**src/rtl/magnitude_column_buffer.sv**
```systemverilog
// Ping-pong spectrogram column buffer: collects BINS magnitude samples per
// column into a write bank, hands full columns to a read bank for display.
//
// Ports:
//   ColumnClock, ColumnReset      clock, synchronous active-high reset
//   MagValid/MagData/FrameStart   upstream sample stream, MagReady back-pressure
//   RdEn/RdAddr -> RdData/RdValid registered read port on the read bank
//   SwapAck                       consumer releases the read bank
//   ColumnDone/ColumnPeak         handover pulse and that column's maximum
//   FrameErr                      sticky: a column was cut short by FrameStart
module magnitude_column_buffer #(
  parameter int DATA_W = 8,
  parameter int BINS   = 64,
  parameter int ADDR_W = 6
) (
  input  logic              ColumnClock,
  input  logic              ColumnReset,
  input  logic              MagValid,
  input  logic [DATA_W-1:0] MagData,
  input  logic              FrameStart,
  output logic              MagReady,
  input  logic              RdEn,
  input  logic [ADDR_W-1:0] RdAddr,
  output logic [DATA_W-1:0] RdData,
  output logic              RdValid,
  input  logic              SwapAck,
  output logic              ColumnDone,
  output logic [DATA_W-1:0] ColumnPeak,
  output logic              FrameErr
);

  typedef enum logic [1:0] {SYNC, FILL, HOLD} colState_t;

  localparam logic [ADDR_W-1:0] LastBin = ADDR_W'(BINS - 1);

  colState_t         state, stateNext;
  logic [ADDR_W-1:0] wrAddr, wrAddrNext, memAddr;
  logic              bankPtr, bankNext;
  logic              readFree, freeNext, freeNow;
  logic              accept, memWe, doneNext, errNext;
  logic [DATA_W-1:0] runPeak, peakNext, peakIn, colPeakNext;

  logic [DATA_W-1:0] mem [2*BINS];

  assign MagReady = ~ColumnReset & (state != HOLD);
  assign accept   = MagValid & MagReady;
  // A SwapAck arriving with the swap is consumed by it.
  assign freeNow  = readFree | SwapAck;
  assign peakIn   = (MagData > runPeak) ? MagData : runPeak;

  always_comb begin
    stateNext   = state;
    wrAddrNext  = wrAddr;
    bankNext    = bankPtr;
    freeNext    = freeNow;
    peakNext    = runPeak;
    colPeakNext = ColumnPeak;
    doneNext    = 1'b0;
    errNext     = FrameErr;
    memWe       = 1'b0;
    memAddr     = wrAddr;
    unique case (state)
      SYNC: begin
        if (accept && FrameStart) begin
          memWe      = 1'b1;
          memAddr    = '0;
          wrAddrNext = ADDR_W'(1);
          peakNext   = MagData;
          stateNext  = FILL;
        end
      end
      FILL: begin
        if (accept) begin
          memWe = 1'b1;
          if (FrameStart && wrAddr != '0) begin
            // Early FrameStart restarts the column at bin 0.
            errNext    = 1'b1;
            memAddr    = '0;
            wrAddrNext = ADDR_W'(1);
            peakNext   = MagData;
          end else begin
            peakNext = (wrAddr == '0) ? MagData : peakIn;
            if (wrAddr == LastBin) begin
              wrAddrNext = '0;
              if (freeNow) begin
                bankNext    = ~bankPtr;
                doneNext    = 1'b1;
                colPeakNext = peakIn;
                freeNext    = 1'b0;
              end else begin
                stateNext = HOLD;
              end
            end else begin
              wrAddrNext = wrAddr + 1'b1;
            end
          end
        end
      end
      HOLD: begin
        if (freeNow) begin
          bankNext    = ~bankPtr;
          doneNext    = 1'b1;
          colPeakNext = runPeak;
          freeNext    = 1'b0;
          wrAddrNext  = '0;
          stateNext   = FILL;
        end
      end
      default: stateNext = SYNC;
    endcase
  end

  always_ff @(posedge ColumnClock) begin
    if (ColumnReset) begin
      state      <= SYNC;
      wrAddr     <= '0;
      bankPtr    <= 1'b0;
      readFree   <= 1'b1;
      runPeak    <= '0;
      ColumnDone <= 1'b0;
      ColumnPeak <= '0;
      FrameErr   <= 1'b0;
      RdValid    <= 1'b0;
    end else begin
      state      <= stateNext;
      wrAddr     <= wrAddrNext;
      bankPtr    <= bankNext;
      readFree   <= freeNext;
      runPeak    <= peakNext;
      ColumnDone <= doneNext;
      ColumnPeak <= colPeakNext;
      FrameErr   <= errNext;
      RdValid    <= RdEn;
    end
  end

  // Bank storage is not reset; the write bank is bankPtr, read bank ~bankPtr.
  always_ff @(posedge ColumnClock) begin
    if (memWe) begin
      mem[{bankPtr, memAddr}] <= MagData;
    end
  end

  // Uses the pre-swap bankPtr, so a read coinciding with a swap sees the old bank.
  always_ff @(posedge ColumnClock) begin
    if (ColumnReset) begin
      RdData <= '0;
    end else if (RdEn) begin
      RdData <= mem[{~bankPtr, RdAddr}];
    end
  end

endmodule

```
**config.mk**
```make
export PLATFORM = sky130hd
export DESIGN_NAME = magnitude_column_buffer
export DESIGN_NICKNAME = d
export VERILOG_FILES = /design/src/rtl/magnitude_column_buffer.sv
export SDC_FILE = /design/constraint.sdc
export NUM_CORES = 1
export LEC_CHECK = 0
export CAP_MARGIN = 10
export CORE_MARGIN = 2
export CORE_UTILIZATION = 56
export CTS_CLUSTER_DIAMETER = 60
export DETAILED_ROUTE_END_ITERATION = 8
export PLACE_DENSITY = 0.73
export RECOVER_POWER = 100
export SYNTH_ARGS = -nofsm -noshare
export SYNTH_HDL_FRONTEND = slang
export SYNTH_SLANG_ARGS = --single-unit
```
**constraint.sdc**
```tcl
create_clock -name ColumnClock -period 2.6 [get_ports ColumnClock]
set_input_delay 0.39 -clock ColumnClock [delete_from_list [all_inputs] [get_ports ColumnClock]]
set_output_delay 0.39 -clock ColumnClock [all_outputs]
set_load 0.005 [all_outputs]
```
==> qor.csv, run 1 <==
metric;value;unit
hold_viol_final;0;
path_buf_inv;1;
tightest_slew;1.89;ns
start_util;0.563;
io-pin-count;40;
fin_util;0.669;
grt_antenna_before_repair;2;
finalClockSkew;0.0220;ns
maxCapViolations;5;
clk_pin_slew_worst_paths;0.06;ns
dieArea;76700;µm²
cts_tree;done;
slowest_delay;0.56;ns
fillers;4568;
async_reset_ff_frac;0;
failed_checks;max-capacitance violations, max-slew violations;
synth_nets;2121;
ys_types;58;
port_buffers;39;
drtPass1Iterations;5;
crit_arrival;3.05;ns
hold_depth;4;
cp-start-kind;flip-flop;
drive_gt1_frac;0.322;
p_leak;16.1;nW
hold_end;FrameErr;
ys_warn_count;0;
grt_pass1_wl;150000;µm
vias;22313;
drc;0;
grt_use_total;0.265;
final_area;49600;µm²
hold_start;ColumnReset;
end_kind;flip-flop;
dpl-instance-area;46000;µm²
status;finished, violations left;
synth-edff-count;1024;
h-tree-depth;3;
syn_to_final_growth;18.8;%
path_cells;mux4_2, a22o_1, a221oi_1, buf_4, o2111ai_1, nor3_1, nor4_1;
maxSlewHeadroom;-0.263;
rr_startpoint;mem[42][5];
cts_root_buffer;clkbuf_16;
core_area;74100;µm²
seq_area_frac_synth;0.755;
dominantRegCellSynth;edfxtp_1;
dp_hpwl;62800;µm
gp_congestion;0.882;
finalSetupViolations;0;
place_ws;-0.351;ns
hold_class;input port to flip-flop;
timing.rr.end;RdData[5];
finalWorstPathRequiredPeriod;2.53;ns
ant_nets;0;
drt-initial-drc-count;2902;
wl;100000;µm
final_nets;2462;
cp_data_required_time;3.11;ns
vias_per_cell;6.40;
fp.dieH;277;µm
fp-row-count;100;
synth_area;41700;µm²
gr-total-overflow;0;
clk_latency;0.67;ns
min_period_over_period;0.974;
ys_ff_latch;1061;
syn_inst;2087;
critPathMaxFanout;1;
max-vdd-ir-drop;522;µV
slew_violations;437;
syn_avg_cell_area;20.0;µm²
cts.sinks;1061;
power_density;740;nW/µm²
clock.fmax;0.395;GHz
crit_start;mem[42][5];
crit_type;flip-flop to flip-flop;
numCtsBuffers;104;
r2r_slack;0.07;ns
cp_slowest_cell;a221oi_1;
clock_path_buffers;3;
die_w;277;µm
grt_pass1_vias;22876;
rr_worst_depth;7;
grt_max_degree;132;
wl_per_cell;28.7;µm
path_delay_family;compound AO/OA/AOI/OAI gates;
fin_ws;0.0666;ns
## worst register-to-register path, delay by kind of cell, from the launching register on
kind | cells | cell delay (ns)
mux | 1 | 0.47
flops | 1 | 0.37
simple gates | 2 | 0.29
buf+inv | 1 | 0.22
compound gates | 3 | 1.05
## cells in the final DEF (no fill, tap or decap), types with 11 or more instances in the layout
| master | synthesis | final |
|---|---|---|
| a221oi_1 | 37 | 37 |
| buf_4 | 22 | 245 |
| nand2_1 | 32 | 28 |
| inv_1 | 14 | 14 |
| bufinv_16 | 0 | 11 |
| nor3_1 | 33 | 34 |
| nor2_1 | 172 | 117 |
| dfxtp_1 | 37 | 36 |
| edfxtp_1 | 1024 | 1024 |
| buf_12 | 0 | 57 |
| a22o_1 | 29 | 29 |
| clkbuf_1 | 55 | 26 |
| dlygate4sd3_1 | 0 | 20 |
| nand3b_1 | 11 | 11 |
| o22ai_1 | 16 | 16 |
| clkbuf_16 | 0 | 108 |
| a21oi_1 | 35 | 34 |
| nor2b_1 | 16 | 14 |
| clkinv_2 | 0 | 18 |
| mux4_2 | 243 | 243 |
| clkinv_1 | 0 | 20 |
| nor2_4 | 0 | 35 |
| nand3_1 | 40 | 40 |
| mux2i_1 | 49 | 49 |
| nor2_2 | 1 | 21 |
| a22oi_1 | 47 | 47 |
| clkbuf_2 | 0 | 11 |
| ha_1 | 14 | 13 |
## worst max path at each step
stage | to | slack, ns | cells past startpoint
floorplan | mem[82][0] | -0.12 | 9
global placement | RdData[5] | -0.35 | 10
detailed placement | RdData[5] | -0.35 | 10
CTS | mem[113][0] | 0.04 | 11
global route | mem[81][5] | -0.008 | 9
finish | RdData[5] | 0.07 | 7
## state kept, by name, summed over array words and instances, names as in the netlist, 2 cells and up
| signal | count |
|---|---|
| runPeak | 8 |
| RdData | 8 |
| wrAddr | 6 |
| mem | 1024 |
| ColumnPeak | 8 |
| state | 2 |
## layer usage
| layer | share of wire | vias up | track usage | wire length (µm) |
|---|---|---|---|---|
| li1 | - | 9369 | - | - |
| met2 | 0.49 | 1186 | 0.428 | 49200 |
| met5 | 0 | - | 0 | 0 |
| met3 | 0.089 | 163 | 0.0446 | 8880 |
| met4 | 0.023 | 0 | 0.0709 | 2260 |
| met1 | 0.40 | 11595 | 0.380 | 39900 |
## cells by family (layout without fill, tap and decap cells)
logic type | count (synthesis) | count (layout) | share of synthesized area
buffers and inverters | 138 | 570 | 0.0174
xor gates and xnor gates | 1 | 1 | 0.000210
AOI/OAI and AO/OA | 216 | 216 | 0.0380
and+or+nand+nor | 362 | 362 | 0.0418
DFF | 1061 | 1061 | 0.755
muxes | 295 | 295 | 0.144
other | 0 | 1 | 0
adders and majority gates | 14 | 14 | 0.00420
## cells in the mapped netlist (5+ instances only)
master,instances,area [µm²]
nand2b_1,8,50.1
or3_1,6,37.5
buf_1,6,22.5
nand4_1,5,31.3
nor2b_1,16,100
o31ai_1,6,45.0
nand3_1,40,200
dfxtp_1,37,741
a21o_1,9,67.6
buf_4,22,165
a21oi_1,35,175
o221ai_1,5,43.8
nor2_1,172,646
a221oi_1,37,324
clkbuf_1,55,206
o22ai_1,16,100
ha_1,14,175
mux2i_1,49,490
o21ai_0,6,30.0
buf_2,30,150
a22oi_1,47,353
mux4_2,243,5470
nand2_1,32,120
nor3_1,33,165
edfxtp_1,1024,30700
inv_1,14,52.6
a22o_1,29,254
buf_6,10,113
a31oi_1,8,50.1
nor4_1,9,56.3
nand3b_1,11,82.6
a211oi_1,9,67.6
## timing repair
item | in CTS | in global routing
endpoints found under the setup margin | 152 | 452
setup buffers | 0 | 6
gates resized for setup | 7 | 13
hold buffers | 0 | 0
pin swaps | 0 | 4
## where the power goes
| part | internal, mW | switching, mW |
|---|---|---|
| clock network | 8.85 | 6.44 |
| logic | 1.01 | 1.46 |
| registers | 18.8 | 0.0761 |
## final cells by class
| cell class | instances | area, µm² | share of cell area |
|---|---|---|---|
| clock inverter | 68 | 687 | 0.0139 |
| inverter | 14 | 52.6 | 0.00106 |
| sequential | 1061 | 31500 | 0.635 |
| tap | 969 | 1210 | 0.0245 |
| timing repair buffer | 359 | 3430 | 0.0691 |
| multi-input combinational | 888 | 9880 | 0.199 |
| clock buffer | 129 | 2820 | 0.0569 |
| antenna | 1 | 2.50 | 0.0000505 |
## per-stage QoR
| step | TNS (ns) | power [mW] | hold WS, ns | cells |
|---|---|---|---|---|
| 5_1_grt | -0.0332 | 37.7 | 0.230 | 3488 |
| 4_1_cts | 0 | 36.9 | 0.0385 | 3482 |
| 3_5_place_dp | -90.31 | 21.7 | 0.496 | 3285 |
| 2_1_floorplan | -31.02 | 20.5 | 0.461 | 2087 |
| 3_3_place_gp | -96.45 | 21.7 | 0.462 | 3285 |
| 6_report | 0 | 36.7 | 0.194 | 3489 |
No activity file was read; power rests on OpenSTA's default activity.
==> inputs of run 2 (changes only) <==
--- a/config.mk
+++ b/config.mk
@@ -7,10 +7,10 @@
 export LEC_CHECK = 0
 export CAP_MARGIN = 10
 export CORE_MARGIN = 2
-export CORE_UTILIZATION = 56
+export CORE_UTILIZATION = 33
 export CTS_CLUSTER_DIAMETER = 60
 export DETAILED_ROUTE_END_ITERATION = 8
-export PLACE_DENSITY = 0.73
+export PLACE_DENSITY = 0.47
 export RECOVER_POWER = 100
 export SYNTH_ARGS = -nofsm -noshare
 export SYNTH_HDL_FRONTEND = slang
==> qor.csv, run 2 (synthesis results as in run 1) <==
metric;value;unit
status;finished, violations left;
failed_checks;max-capacitance violations, max-slew violations;
critPathMaxFanout;1;
seq_area;31500;µm²
rsz0062_at_grt;no;
crit_start;mem[43][2];
power_density;737;nW/µm²
totalPowerFinal;37.8;mW
clk_latency;0.69;ns
final_nets;2516;
drtPass1Iterations;6;
top_register;mem;
io-pin-count;40;
gr-total-overflow;0;
grt_max_degree;132;
pwr-share-seq;0.500;
min_period_over_period;0.983;
end_kind;flip-flop;
maxCapViolations;5;
timing.rr.end;RdData[2];
vias_per_cell;5.16;
cts_tree;done;
grt_pass1_wl;164000;µm
port_buffers;39;
maxSlewHeadroom;-0.354;
final_common_cell;edfxtp_1;
clk_pin_slew_worst_paths;0.06;ns
power.internal;29.5;mW
grt_antenna_before_repair;5;
drive_gt1_frac;0.329;
slew_violations;557;
finalClockSkew;0.0209;ns
h-tree-depth;3;
finalWorstPathRequiredPeriod;2.56;ns
fillers;11167;
drt-initial-drc-count;2009;
dieArea;129000;µm²
clock.fmax;0.391;GHz
finalSetupViolations;0;
cts.sinks;1061;
hold_class;input port to flip-flop;
tightest_slew;2.03;ns
clock_path_buffers;3;
slowest_delay;0.55;ns
dp_hpwl;75500;µm
hold_viol_final;0;
grt_pass1_vias;22862;
switching_share;0.221;
critPathCapture;RdData[2];
cp_data_required_time;3.14;ns
path_buf_inv;0;
cp-start-kind;flip-flop;
gp_congestion;0.803;
most-common-layout-cells;edfxtp_1, mux4_2, buf_4, nor2_1, clkbuf_16;
r2r_slack;0.04;ns
ant_nets;0;
cp_slowest_cell;a221oi_1;
start_util;0.332;
drc;0;
die_w;360;µm
numCtsBuffers;115;
cp_num_cells;6;
wl_per_cell;27.1;µm
crit_type;flip-flop to flip-flop;
switching_power;8.34;mW
max-vdd-ir-drop;525;µV
core_area;126000;µm²
rr_worst_depth;6;
p_leak;16.5;nW
path_cells;mux4_2, a22o_1, a221oi_1, o2111ai_1, nor3_1, nor4_1;
wl;114000;µm
cts_root_buffer;clkbuf_16;
path_delay_family;compound AO/OA/AOI/OAI gates;
multi_input_area;9880;µm²
crit_arrival;3.10;ns
fp-row-count;130;
clock_power_share;0.428;
grt_use_total;0.176;
largest_reg_flops;1024;
rr_startpoint;mem[43][2];
p_comb_frac;0.072;
holdWs;0.277;ns
syn_to_final_growth;22.9;%
vias;21812;
fp.dieH;360;µm
## run 2: how the worst min path moves through the flow
stage,from,endpoint,slack (ns),cells after the start
6_report,ColumnReset,FrameErr,0.28,5
5_1_grt,ColumnReset,FrameErr,0.31,5
4_1_cts,MagData[4],mem[19][4],0.18,2
3_5_place_dp,FrameErr,FrameErr,0.48,2
3_3_place_gp,FrameErr,FrameErr,0.47,2
2_1_floorplan,FrameErr,FrameErr,0.46,2
## run 2: worst reg2reg max path, stage by stage (launching register included)
cell and delay, ns:
edfxtp_1 0.36, mux4_2 0.47, a22o_1 0.30, a221oi_1 0.55, o2111ai_1 0.32, nor3_1 0.32
nor4_1 0.09
## run 2: metrics by stage
step / TNS, ns / std cells / setup slack, ns / cell area [µm²] / utilization
after floorplan: -31.02 / 2087 / -0.119 / 42000 / -
final: 0 / 4228 / 0.0441 / 51300 / 0.408
after detailed placement: -209.61 / 4013 / -0.788 / 47700 / 0.380
after global placement: -137.44 / 4013 / -0.699 / 47700 / 0.380
after global routing: 0 / 4226 / 0.000743 / 51300 / 0.408
after CTS: 0 / 4224 / 0.0120 / 51500 / 0.410
## run 2: repair_timing
action	CTS	global route
endpoints found under the setup margin	332	288
gates resized for setup	14	21
hold endpoints to repair	0	0
hold buffers	0	0
cloned	0	0
setup buffers	1	1
pin swaps	2	6
## run 2: per-layer routing
metal	vias up	track usage	wire, µm
li1	9506	-	-
met1	11482	0.237	48700
met2	661	0.281	54400
met3	163	0.0411	7660
met4	0	0.0610	3600
met5	-	0	0
## run 2: power groups by stage
stage                     sequential [mW]  combinational (mW)  clock (mW)
after floorplan                      19.2                1.29           0
after global placement               19.2                2.76           0
after detailed placement             19.2                2.78           0
after CTS                            18.9                2.79        16.6
after global routing                 18.9                2.91        17.2
final                                18.9                2.71        16.2
## run 2: layout make-up
class,count,share of cell area
flip-flops and latches,1061,0.614
multi-input cells,888,0.193
repair buffers,402,0.0789
clock buffers,139,0.0587
well taps,1650,0.0402
clock inverters,71,0.0144
inverters,14,0.00102
diodes,3,0.000146
==> inputs of run 3 (changes only) <==
--- a/config.mk
+++ b/config.mk
@@ -5,7 +5,6 @@
 export SDC_FILE = /design/constraint.sdc
 export NUM_CORES = 1
 export LEC_CHECK = 0
-export CAP_MARGIN = 10
 export CORE_MARGIN = 2
 export CORE_UTILIZATION = 33
 export CTS_CLUSTER_DIAMETER = 60
==> results of run 3 <==
The final DEF is identical to that of run 2; final timing and power are the same.
